<file path="src/rtl/if_prefetch_stage_if.sv">
// Bus bundle for the instruction-fetch prefetch stage.
//   imem_*       : in-order read port toward instruction memory
//   redirect*    : taken-branch redirect from EX/MEM (single-cycle pulse)
//   out_*        : {instruction, PC+4} toward the IF/ID register, valid/ready
// Modports:
//   master : the fetch stage (drives requests and the IF/ID side)
//   slave  : the environment (memory, branch unit, IF/ID register)
interface if_prefetch_stage_if;
  logic        imem_req;
  logic [31:0] imem_addr;
  logic        imem_valid;
  logic [31:0] imem_rdata;
  logic        redirect;
  logic [31:0] redirect_pc;
  logic        out_valid;
  logic        out_ready;
  logic [31:0] out_instr;
  logic [31:0] out_pc_next;

  modport master (
    output imem_req, imem_addr, out_valid, out_instr, out_pc_next,
    input  imem_valid, imem_rdata, redirect, redirect_pc, out_ready
  );

  modport slave (
    input  imem_req, imem_addr, out_valid, out_instr, out_pc_next,
    output imem_valid, imem_rdata, redirect, redirect_pc, out_ready
  );
endinterface

</file>
<file path="src/rtl/if_prefetch_stage.sv">
// Instruction-fetch stage with a small prefetch queue.
// Owns the fetch PC, issues in-order reads to instruction memory, buffers the
// returned words and presents {instruction, PC+4} to IF/ID with valid/ready.
// A branch redirect flushes the queue and discards every read still in flight.
// Ports:
//   clk   : rising-edge clock
//   rst_n : asynchronous active-low reset
//   bus   : if_prefetch_stage_if.master (imem request/response, redirect,
//           IF/ID output handshake)
module if_prefetch_stage #(
  parameter logic [31:0] RESET_PC     = 32'h0000_0000,
  parameter int          DEPTH        = 4,
  parameter int          MAX_INFLIGHT = 2
) (
  input logic             clk,
  input logic             rst_n,
  if_prefetch_stage_if.master bus
);

  localparam int PW = $clog2(DEPTH);
  localparam int CW = $clog2(DEPTH + 1);
  localparam int IW = $clog2(MAX_INFLIGHT + 1);
  localparam int FW = (MAX_INFLIGHT > 1) ? $clog2(MAX_INFLIGHT) : 1;

  // Architectural state
  logic [31:0]   fpc_q,      fpc_d;
  logic [PW-1:0] head_q,     head_d;
  logic [PW-1:0] tail_q,     tail_d;
  logic [CW-1:0] count_q,    count_d;
  logic [IW-1:0] inflight_q, inflight_d;
  logic [IW-1:0] drop_q,     drop_d;
  logic [FW-1:0] tag_rd_q,   tag_rd_d;
  logic [FW-1:0] tag_wr_q,   tag_wr_d;

  // Storage: prefetch queue and the pc tag of each outstanding read
  logic [31:0] q_instr [DEPTH];
  logic [31:0] q_pc    [DEPTH];
  logic [31:0] tag_pc  [MAX_INFLIGHT];

  logic issue, resp, drop_word, push, pop, credit_ok, q_nonempty;

  // The tag FIFO depth need not be a power of two, so wrap explicitly.
  function automatic logic [FW-1:0] tag_inc(input logic [FW-1:0] p);
    return (32'(p) == MAX_INFLIGHT - 1) ? '0 : p + 1'b1;
  endfunction

  // Words that will still land in the queue are the live (non-dropped)
  // in-flight reads; reserving room for them means a push never overflows.
  assign credit_ok  = (32'(inflight_q) - 32'(drop_q) + 32'(count_q)) < 32'(DEPTH);
  assign issue      = rst_n && !bus.redirect &&
                      (32'(inflight_q) < 32'(MAX_INFLIGHT)) && credit_ok;
  assign resp       = bus.imem_valid;
  assign drop_word  = resp && (drop_q != '0);
  assign push       = resp && (drop_q == '0) && !bus.redirect;
  assign q_nonempty = (count_q != '0);
  assign pop        = bus.out_valid && bus.out_ready;

  assign bus.imem_req    = issue;
  assign bus.imem_addr   = fpc_q;
  assign bus.out_valid   = q_nonempty && !bus.redirect;
  assign bus.out_instr   = q_nonempty ? q_instr[head_q]      : '0;
  assign bus.out_pc_next = q_nonempty ? q_pc[head_q] + 32'd4 : '0;

  always_comb begin
    // NOTE: every signal gets a default first so no path leaves it unassigned
    // (which would infer a latch).
    fpc_d      = fpc_q;
    head_d     = head_q;
    tail_d     = tail_q;
    count_d    = count_q;
    inflight_d = inflight_q + IW'(issue) - IW'(resp);
    drop_d     = drop_q;
    tag_rd_d   = resp  ? tag_inc(tag_rd_q) : tag_rd_q;
    tag_wr_d   = issue ? tag_inc(tag_wr_q) : tag_wr_q;

    if (bus.redirect) begin
      // Everything outstanding now is stale, except a word returning this
      // very cycle, which is already consumed (and discarded) here.
      fpc_d   = bus.redirect_pc;
      head_d  = '0;
      tail_d  = '0;
      count_d = '0;
      drop_d  = inflight_q - IW'(resp);
    end else begin
      if (issue)     fpc_d  = fpc_q + 32'd4;
      if (drop_word) drop_d = drop_q - 1'b1;
      if (push)      tail_d = tail_q + 1'b1;
      if (pop)       head_d = head_q + 1'b1;
      count_d = count_q + CW'(push) - CW'(pop);
    end
  end

  always_ff @(posedge clk or negedge rst_n) begin
    if (!rst_n) begin
      fpc_q      <= RESET_PC;
      head_q     <= '0;
      tail_q     <= '0;
      count_q    <= '0;
      inflight_q <= '0;
      drop_q     <= '0;
      tag_rd_q   <= '0;
      tag_wr_q   <= '0;
    end else begin
      // NOTE: non-blocking assignments so every register samples the
      // pre-edge value of the others, independent of statement order.
      fpc_q      <= fpc_d;
      head_q     <= head_d;
      tail_q     <= tail_d;
      count_q    <= count_d;
      inflight_q <= inflight_d;
      drop_q     <= drop_d;
      tag_rd_q   <= tag_rd_d;
      tag_wr_q   <= tag_wr_d;
    end
  end

  // NOTE: storage arrays carry no reset; validity is tracked by count_q and
  // the tag pointers, and the outputs are gated to 0 while the queue is empty.
  always_ff @(posedge clk) begin
    if (issue) tag_pc[tag_wr_q] <= fpc_q;
    if (push) begin
      q_instr[tail_q] <= bus.imem_rdata;
      q_pc[tail_q]    <= tag_pc[tag_rd_q];
    end
  end

  // A response with nothing outstanding is a memory protocol violation.
  a_resp_has_inflight : assert property (
    @(posedge clk) disable iff (!rst_n) bus.imem_valid |-> (inflight_q != '0)
  );

  a_push_not_full : assert property (
    @(posedge clk) disable iff (!rst_n) push |-> (32'(count_q) < DEPTH || pop)
  );

endmodule

</file>
<file path="src/flat_wrapper.sv">
// flat-port wrapper written by rule: the top's interface ports become plain ports
module if_prefetch_stage_flat 
#(
  parameter logic [31:0] RESET_PC     = 32'h0000_0000,
  parameter int          DEPTH        = 4,
  parameter int          MAX_INFLIGHT = 2
)
  (clk, rst_n, bus_imem_req, bus_imem_addr, bus_out_valid, bus_out_instr, bus_out_pc_next, bus_imem_valid, bus_imem_rdata, bus_redirect, bus_redirect_pc, bus_out_ready);
  if_prefetch_stage_if bus_i ();
  input logic clk;
  input logic rst_n;
  output wire logic [$bits(bus_i.imem_req)-1:0] bus_imem_req;
  output wire logic [$bits(bus_i.imem_addr)-1:0] bus_imem_addr;
  output wire logic [$bits(bus_i.out_valid)-1:0] bus_out_valid;
  output wire logic [$bits(bus_i.out_instr)-1:0] bus_out_instr;
  output wire logic [$bits(bus_i.out_pc_next)-1:0] bus_out_pc_next;
  input wire logic [$bits(bus_i.imem_valid)-1:0] bus_imem_valid;
  input wire logic [$bits(bus_i.imem_rdata)-1:0] bus_imem_rdata;
  input wire logic [$bits(bus_i.redirect)-1:0] bus_redirect;
  input wire logic [$bits(bus_i.redirect_pc)-1:0] bus_redirect_pc;
  input wire logic [$bits(bus_i.out_ready)-1:0] bus_out_ready;
  assign bus_imem_req = bus_i.imem_req;
  assign bus_imem_addr = bus_i.imem_addr;
  assign bus_out_valid = bus_i.out_valid;
  assign bus_out_instr = bus_i.out_instr;
  assign bus_out_pc_next = bus_i.out_pc_next;
  assign bus_i.imem_valid = bus_imem_valid;
  assign bus_i.imem_rdata = bus_imem_rdata;
  assign bus_i.redirect = bus_redirect;
  assign bus_i.redirect_pc = bus_redirect_pc;
  assign bus_i.out_ready = bus_out_ready;
  if_prefetch_stage #(.RESET_PC(RESET_PC), .DEPTH(DEPTH), .MAX_INFLIGHT(MAX_INFLIGHT)) u_core (.clk(clk), .rst_n(rst_n), .bus(bus_i));
endmodule
</file>
<file path="config.mk">
export PLATFORM = sky130hd
export DESIGN_NAME = if_prefetch_stage_flat
export DESIGN_NICKNAME = d
export VERILOG_FILES = /design/src/rtl/if_prefetch_stage_if.sv /design/src/rtl/if_prefetch_stage.sv /design/src/flat_wrapper.sv
export SDC_FILE = /design/constraint.sdc
export NUM_CORES = 1
export LEC_CHECK = 0
export ABC_AREA = 1
export BUFFER_PORTS_ARGS = -buffer_cell sky130_fd_sc_hd__buf_2
export CORE_MARGIN = 2
export CORE_UTILIZATION = 42
export CTS_BUF_LIST = sky130_fd_sc_hd__clkbuf_4
export CTS_CLUSTER_SIZE = 28
export DETAILED_ROUTE_END_ITERATION = 10
export PLACE_DENSITY_LB_ADDON = 0.25
export SLEW_MARGIN = 15
export SYNTH_ARGS = -nofsm -noshare
export SYNTH_HDL_FRONTEND = slang
export SYNTH_SLANG_ARGS = --single-unit
export TNS_END_PERCENT = 100
</file>
<file path="constraint.sdc">
create_clock -name clk -period 4.3 [get_ports clk]
set_clock_uncertainty 0.15 [all_clocks]
set_input_delay 0.215 -clock clk [delete_from_list [all_inputs] [get_ports clk]]
set_output_delay 0.215 -clock clk [all_outputs]
set_load 0.02 [all_outputs]
</file>
# --- Word-level counts from Yosys, hierarchy flattened ---
# Memory sizes are Yosys's and may differ from the RTL's.
# Cells that the tools add are included.
totals:
  register_bits: 45
  ram_bits: 320
  inputBits: 69
  output_inout_bits: 98
  elab_cells: 60
  n_memories: 3
classes:
  addsub: 14
  n_lt_le_gt_ge: 2
  mux: 17
  reduce_logical: 16
memory_table:
  columns: ["memory", "words", "width", "read_ports", "rd_ports_with_merged_regs", "wr", "line_no", "text"]
  rows:
  - ["u_core.q_instr", 4, 32, 1, 0, 1, "if_prefetch_stage.sv:36", "logic [31:0] q_instr [DEPTH];"]
  - ["u_core.q_pc", 4, 32, 1, 0, 1, "if_prefetch_stage.sv:37", "logic [31:0] q_pc [DEPTH];"]
  - ["u_core.tag_pc", 2, 32, 1, 0, 1, "if_prefetch_stage.sv:38", "logic [31:0] tag_pc [MAX_INFLIGHT];"]
ops:
  columns: ["operator", "count"]
  rows:
  - ["$mux W32", 4]
  - ["$add A32 B3 Y32 const B", 2]
  - ["$add A32 B3 Y32", 1]
  - ["$lt A32 B3 Y1 const B", 1]
  - ["$mux W2", 6]
  - ["$reduce_bool A2 Y1", 5]
  - ["$logic_and A1 B1 Y1", 8]
  - ["$mux W1", 6]
  - ["$add A2 B1 Y2 const B", 2]
  - ["$sub A2 B1 Y2", 2]
  - ["$add A3 B1 Y3", 1]
  - ["$mux W3", 1]
  - ["$reduce_bool A3 Y1", 1]
  - ["$sub A2 B2 Y3", 1]
  - ["$sub A3 B1 Y3", 1]
  - ["$add A1 B1 Y1 const B", 2]
  - ["$add A2 B1 Y2", 1]
  - ["$logic_not A2 Y1", 1]
  - ["$lt A2 B2 Y1 const B", 1]
  - ["$sub A2 B1 Y2 const B", 1]
  - ["$logic_not A1 Y1", 1]

# --- Longest topological paths before layout ---
logic_depth:
  depth_word: 6
  mapped_depth: 19
  mapped_depth_nobuf: 18

# --- Worst setup path after synthesis ---
# No wires, ideal clock.
synth_timing:
  kind: "register to register"
  start: "reg u_core.drop_q[0]"
  end: "mem u_core.tag_pc[0][0] (enable)"
  setup_ns: 0.421
  arrival_ns: 4.068
  required_time_ns: 3.729
  setup_slack_ns: -0.339
  stages_incl_launch_ff: 14
  n_path_buf: 1
  synth_period_minus_slack_ns: 4.639
  cell_sequence: "dfrtp_1 > ha_1 > fa_1 > inv_1 > ha_1 > nand3_1 > nand2_1 > o21ai_0 > ha_1 > nand3_1 > nor4_1 > nand3_1 > buf_2 > nor2_1"
synth_via:
  elab_chain_cells: 6
synth_lines:
  columns: ["element", "line_no", "text"]
  rows:
  - ["from (decl)", "if_prefetch_stage.sv:31", "logic [IW-1:0] drop_q, drop_d;"]
  - ["from (signal assigned)", "if_prefetch_stage.sv:111", "drop_q <= drop_d;"]
  - ["$sub A2 B2 Y3", "if_prefetch_stage.sv:49", "assign credit_ok = (32'(inflight_q) - 32'(drop_q) + 32'(count_q)) < 32'(DEPTH);"]
  - ["$add A32 B3 Y32", "if_prefetch_stage.sv:49", null]
  - ["$lt A32 B3 Y1", "if_prefetch_stage.sv:49", null]
  - ["$logic_and A1 B1 Y1", "if_prefetch_stage.sv:51", "(32'(inflight_q) < 32'(MAX_INFLIGHT)) && credit_ok;"]
  - ["$mux W1", "if_prefetch_stage.sv:120", "if (issue) tag_pc[tag_wr_q] <= fpc_q;"]
  - ["$mux W1 (not written as such)", "if_prefetch_stage.sv:120", null]
  - ["to (decl)", "if_prefetch_stage.sv:38", null]
# No other way between the ends.

# --- Final worst setup path ---
layout_timing:
  start: "reg u_core.inflight_q[0]"
  end: "out bus_imem_req"
layout_via:
  elab_chain_cells: 4
  word_cells_on_any_way: 6
  cone_classes: "2 x add/sub; 2 x order compare; 2 x reduce/logical"
layout_lines:
  columns: ["element", "line_no", "text"]
  rows:
  - ["from (decl)", "if_prefetch_stage.sv:30", "logic [IW-1:0] inflight_q, inflight_d;"]
  - ["from (signal assigned)", "if_prefetch_stage.sv:110", "inflight_q <= inflight_d;"]
  - ["$sub A2 B2 Y3", "if_prefetch_stage.sv:49", null]
  - ["$add A32 B3 Y32", "if_prefetch_stage.sv:49", null]
  - ["$lt A32 B3 Y1", "if_prefetch_stage.sv:49", null]
  - ["$logic_and A1 B1 Y1 (*)", "if_prefetch_stage.sv:51", null]
  - ["to (decl)", "flat_wrapper.sv:12", "output wire logic [$bits(bus_i.imem_req)-1:0] bus_imem_req;"]
# Mark *: on every way between the ends. The rest lies on a longest branch, timed or not.

==> flow_summary.toml <==
[logic_synthesis]
synth_xor_area_frac = 0.0185
synth.largest_area_cell = "edfxtp_1"
yosys.cell_types.count = 37
synth.cell_area_sq_um = 17000
synth_most_common_cell = "nand2_1"
synth_top_family_by_area = "simple AND/OR/NAND/NOR gates"
ys.flop_type = "edfxtp_1"
yosysWarnings = 0
synthAdderAreaFrac = 0.0163
seq_area_frac_synth = 0.631
synth_nets = 1783
netlist_instances = 1693
synth_top_cell_area_share = 0.565
yosys.area_share.simple = 0.222
muxShareOfSynthArea = 0.0212
synth_common_cells = "nand2_1, edfxtp_1, nor2_1"
ys_ff_latch = 365
synth_edf_count = 320
async_flop_share = 0.123
synth_compound_area_frac = 0.0467
ys_top_cells_by_area = "edfxtp_1, nand2_1, dfrtp_1"
postSynthAreaPerCell_sq_um = 10.0

[floorplan]
coreArea_sq_um = 39800
fp.dieH_microns = 205
die_x_microns = 205
rows = 73
dieArea_sq_um = 42100
initial_core_util = 0.427
io_pins = 167

[placed_design]
routabilityCongestion = 0.869
dpl_cell_area_sq_um = 18400
dp_hpwl_microns = 26600
port_buffers = 166
place_ws_ns = 0.459
place_inst = 2336

[detailed_routing]
drt_iter0_markers = 756
vias = 12800
avgRoutedWirePerCell_microns = 16.1
wirelength_microns = 41800
first_pass_iters = 5
vias_per_cell = 4.93
postRouteAntennaNets = 0
drc_errors = 0

[cts]
root_buffer = "clkbuf_4"
cts_buffers = 93
clock_sinks = 365
cts_tree = "yes"
clock_path_buffers = 3
clkLatencyLatePin_ns = 0.70
path_clk_slew_ns = 0.07
h-tree-depth = 3

[cells_and_area]
drive_gt1_frac = 0.200
areaGrowthSynthToFinish_pct = 20.3
seq_area_sq_um = 10700
fin_area_sq_um = 20500
finalNonFillerCells = 2592
layout.nets = 2082
n_fill_cell = 3713
multiInputGateArea_sq_um = 5590

[grt]
antenna_found_initial = 2
grt_pass1_wl_microns = 65200
grtUsageTotal = 0.199
grt_pass1_vias = 12600
grt_max_degree = 134
globalRouteOverflowTotal = 0

[power_and_ir_drop]
p_total_uw = 11700
peakVddDrop_mv = 0.306
power_density_nw_per_um2 = 571
leakagePower_uw = 0.00835

[timing]
hold_viol = 0
fmax_mhz = 244
final-setup-viol-count = 0
rsz0062_at_grt = "true"
maxSlewHeadroom = 0.274
min_period_ns = 4.09
timing.hold.ws_ns = 0.105
layout_setup_ws_ns = 0.206
slew_viol_final = 0
finalCritPeriodShare = 0.952
worstMarginPinSlew_ns = 1.09

[outcome]
outcome = "finished clean"

[critical_path]
crit_type = "flop to output port"
worst_setup_path_start_kind = "flop"
arrival_ns = 3.73
cp-end-kind = "output port"
cp_max_fo = 17
required_ns = 3.93

[flow_run]
cap_violations = 0

[min_path]
hp-class = "input pin to flop"
==> final timing paths <==
path,start,endpoint,slack (ns),cells past startpoint
max,u_core.inflight_q[0]$_DFF_PN0_,bus_imem_req,0.21,15
min,bus_imem_rdata[20],u_core.q_instr[3][20]$_DFFE_PP_,0.10,2
max reg2reg,u_core.inflight_q[0]$_DFF_PN0_,u_core.inflight_q[1]$_DFF_PN0_,0.28,19
min reg2reg,u_core.inflight_q[0]$_DFF_PN0_,u_core.inflight_q[0]$_DFF_PN0_,0.38,1
max in group asynchronous,rst_n,u_core.head_q[0]$_DFFE_PN0P_,2.92,4
min in group asynchronous,rst_n,u_core.count_q[1]$_DFF_PN0_,0.59,4
==> routing by layer <==
metal | vias to the layer above | GRT usage | wire [microns]
met5 | - | 0 | 0
li1 | 6366 | - | -
met3 | 41 | 0.0380 | 2200
met4 | 0 | 0.0583 | 583
met2 | 339 | 0.327 | 20000
met1 | 6032 | 0.269 | 19000
==> worst max-delay path, cell delays in order, from the launching register on <==
cell and delay (ns):
dfrtp_1 0.36, inv_1 0.06, ha_1 0.19, fa_1 0.48, inv_1 0.05, ha_1 0.26
nand3_1 0.11, nand2_2 0.14, o21ai_0 0.10, ha_1 0.34, nand3_1 0.10, nor4_2 0.29
nand3_2 0.16, buf_12 0.19, inv_1 0.05, buf_2 0.15
==> report_power, final <==
group,internal (uW),total [uW],switching [uW]
sequential,4140,4340,199
combinational,1340,4490,3150
clock,1500,2850,1350
==> flip-flops by register name (all words and copies together) (netlist names) <==
| signal | count |
|---|---|
| u_core.q_instr | 128 |
| u_core.q_pc | 128 |
| u_core.tag_pc | 64 |
| u_core.bus.imem_addr | 32 |
| u_core.count_q | 3 |
| u_core.drop_q | 2 |
| u_core.head_q | 2 |
| u_core.inflight_q | 2 |
| u_core.tail_q | 2 |
| u_core.tag_rd_q | 1 |
| u_core.tag_wr_q | 1 |
==> layout make-up <==
| cell class | count | area share |
|---|---|---|
| sequential | 365 | 0.525 |
| clock buffer | 134 | 0.0492 |
| clock inverter | 34 | 0.00832 |
| timing repair buffer | 275 | 0.0947 |
| tap | 525 | 0.0321 |
| inverter | 94 | 0.0176 |
| antenna | 2 | 0.000245 |
| multi-input combinational | 1163 | 0.273 |
==> cells in the final DEF (no fill, tap or decap), types with 8 or more instances in the layout <==
master	count
a21oi_1	43
buf_2	166
buf_4	20
clkbuf_4	134
clkinv_1	25
dfrtp_1	43
dlygate4sd3_1	82
edfxtp_1	320
ha_1	19
inv_1	91
mux2_2	32
nand2_1	464
nand2_2	12
nand3_1	129
nand4_1	14
nor2_1	257
nor2_2	18
nor2_4	8
nor3_1	9
o21ai_0	98
xnor2_1	12
xor2_1	24
==> per-stage QoR <==
step	TNS, ns	utilization
after detailed placement	0	0.462
after global placement	0	0.462
after CTS	0	0.512
after global routing	-0.0188	0.514
after floorplan	-21.72	-
final	0	0.514
==> repair_timing <==
item                                    CTS  global route
endpoints found under the hold margin   216             0
pin swaps                                 1             1
endpoints found under the setup margin    1             4
resized for setup                         1             6
hold buffers                             82             0
buffers inserted                          1             2
cloned                                    0             1
==> logic make-up (layout without fill, tap and decap cells) <==
kind of cell	after synthesis	in the layout
other	0	2
buffers and inverters	165	537
multiplexers	32	32
AO/OA/AOI/OAI	153	153
AND/OR/NAND/NOR	921	921
flip-flops	365	365
adder cells (fa/ha/maj)	21	21
XOR/XNOR	36	36
(Power assumes the default switching activity.)
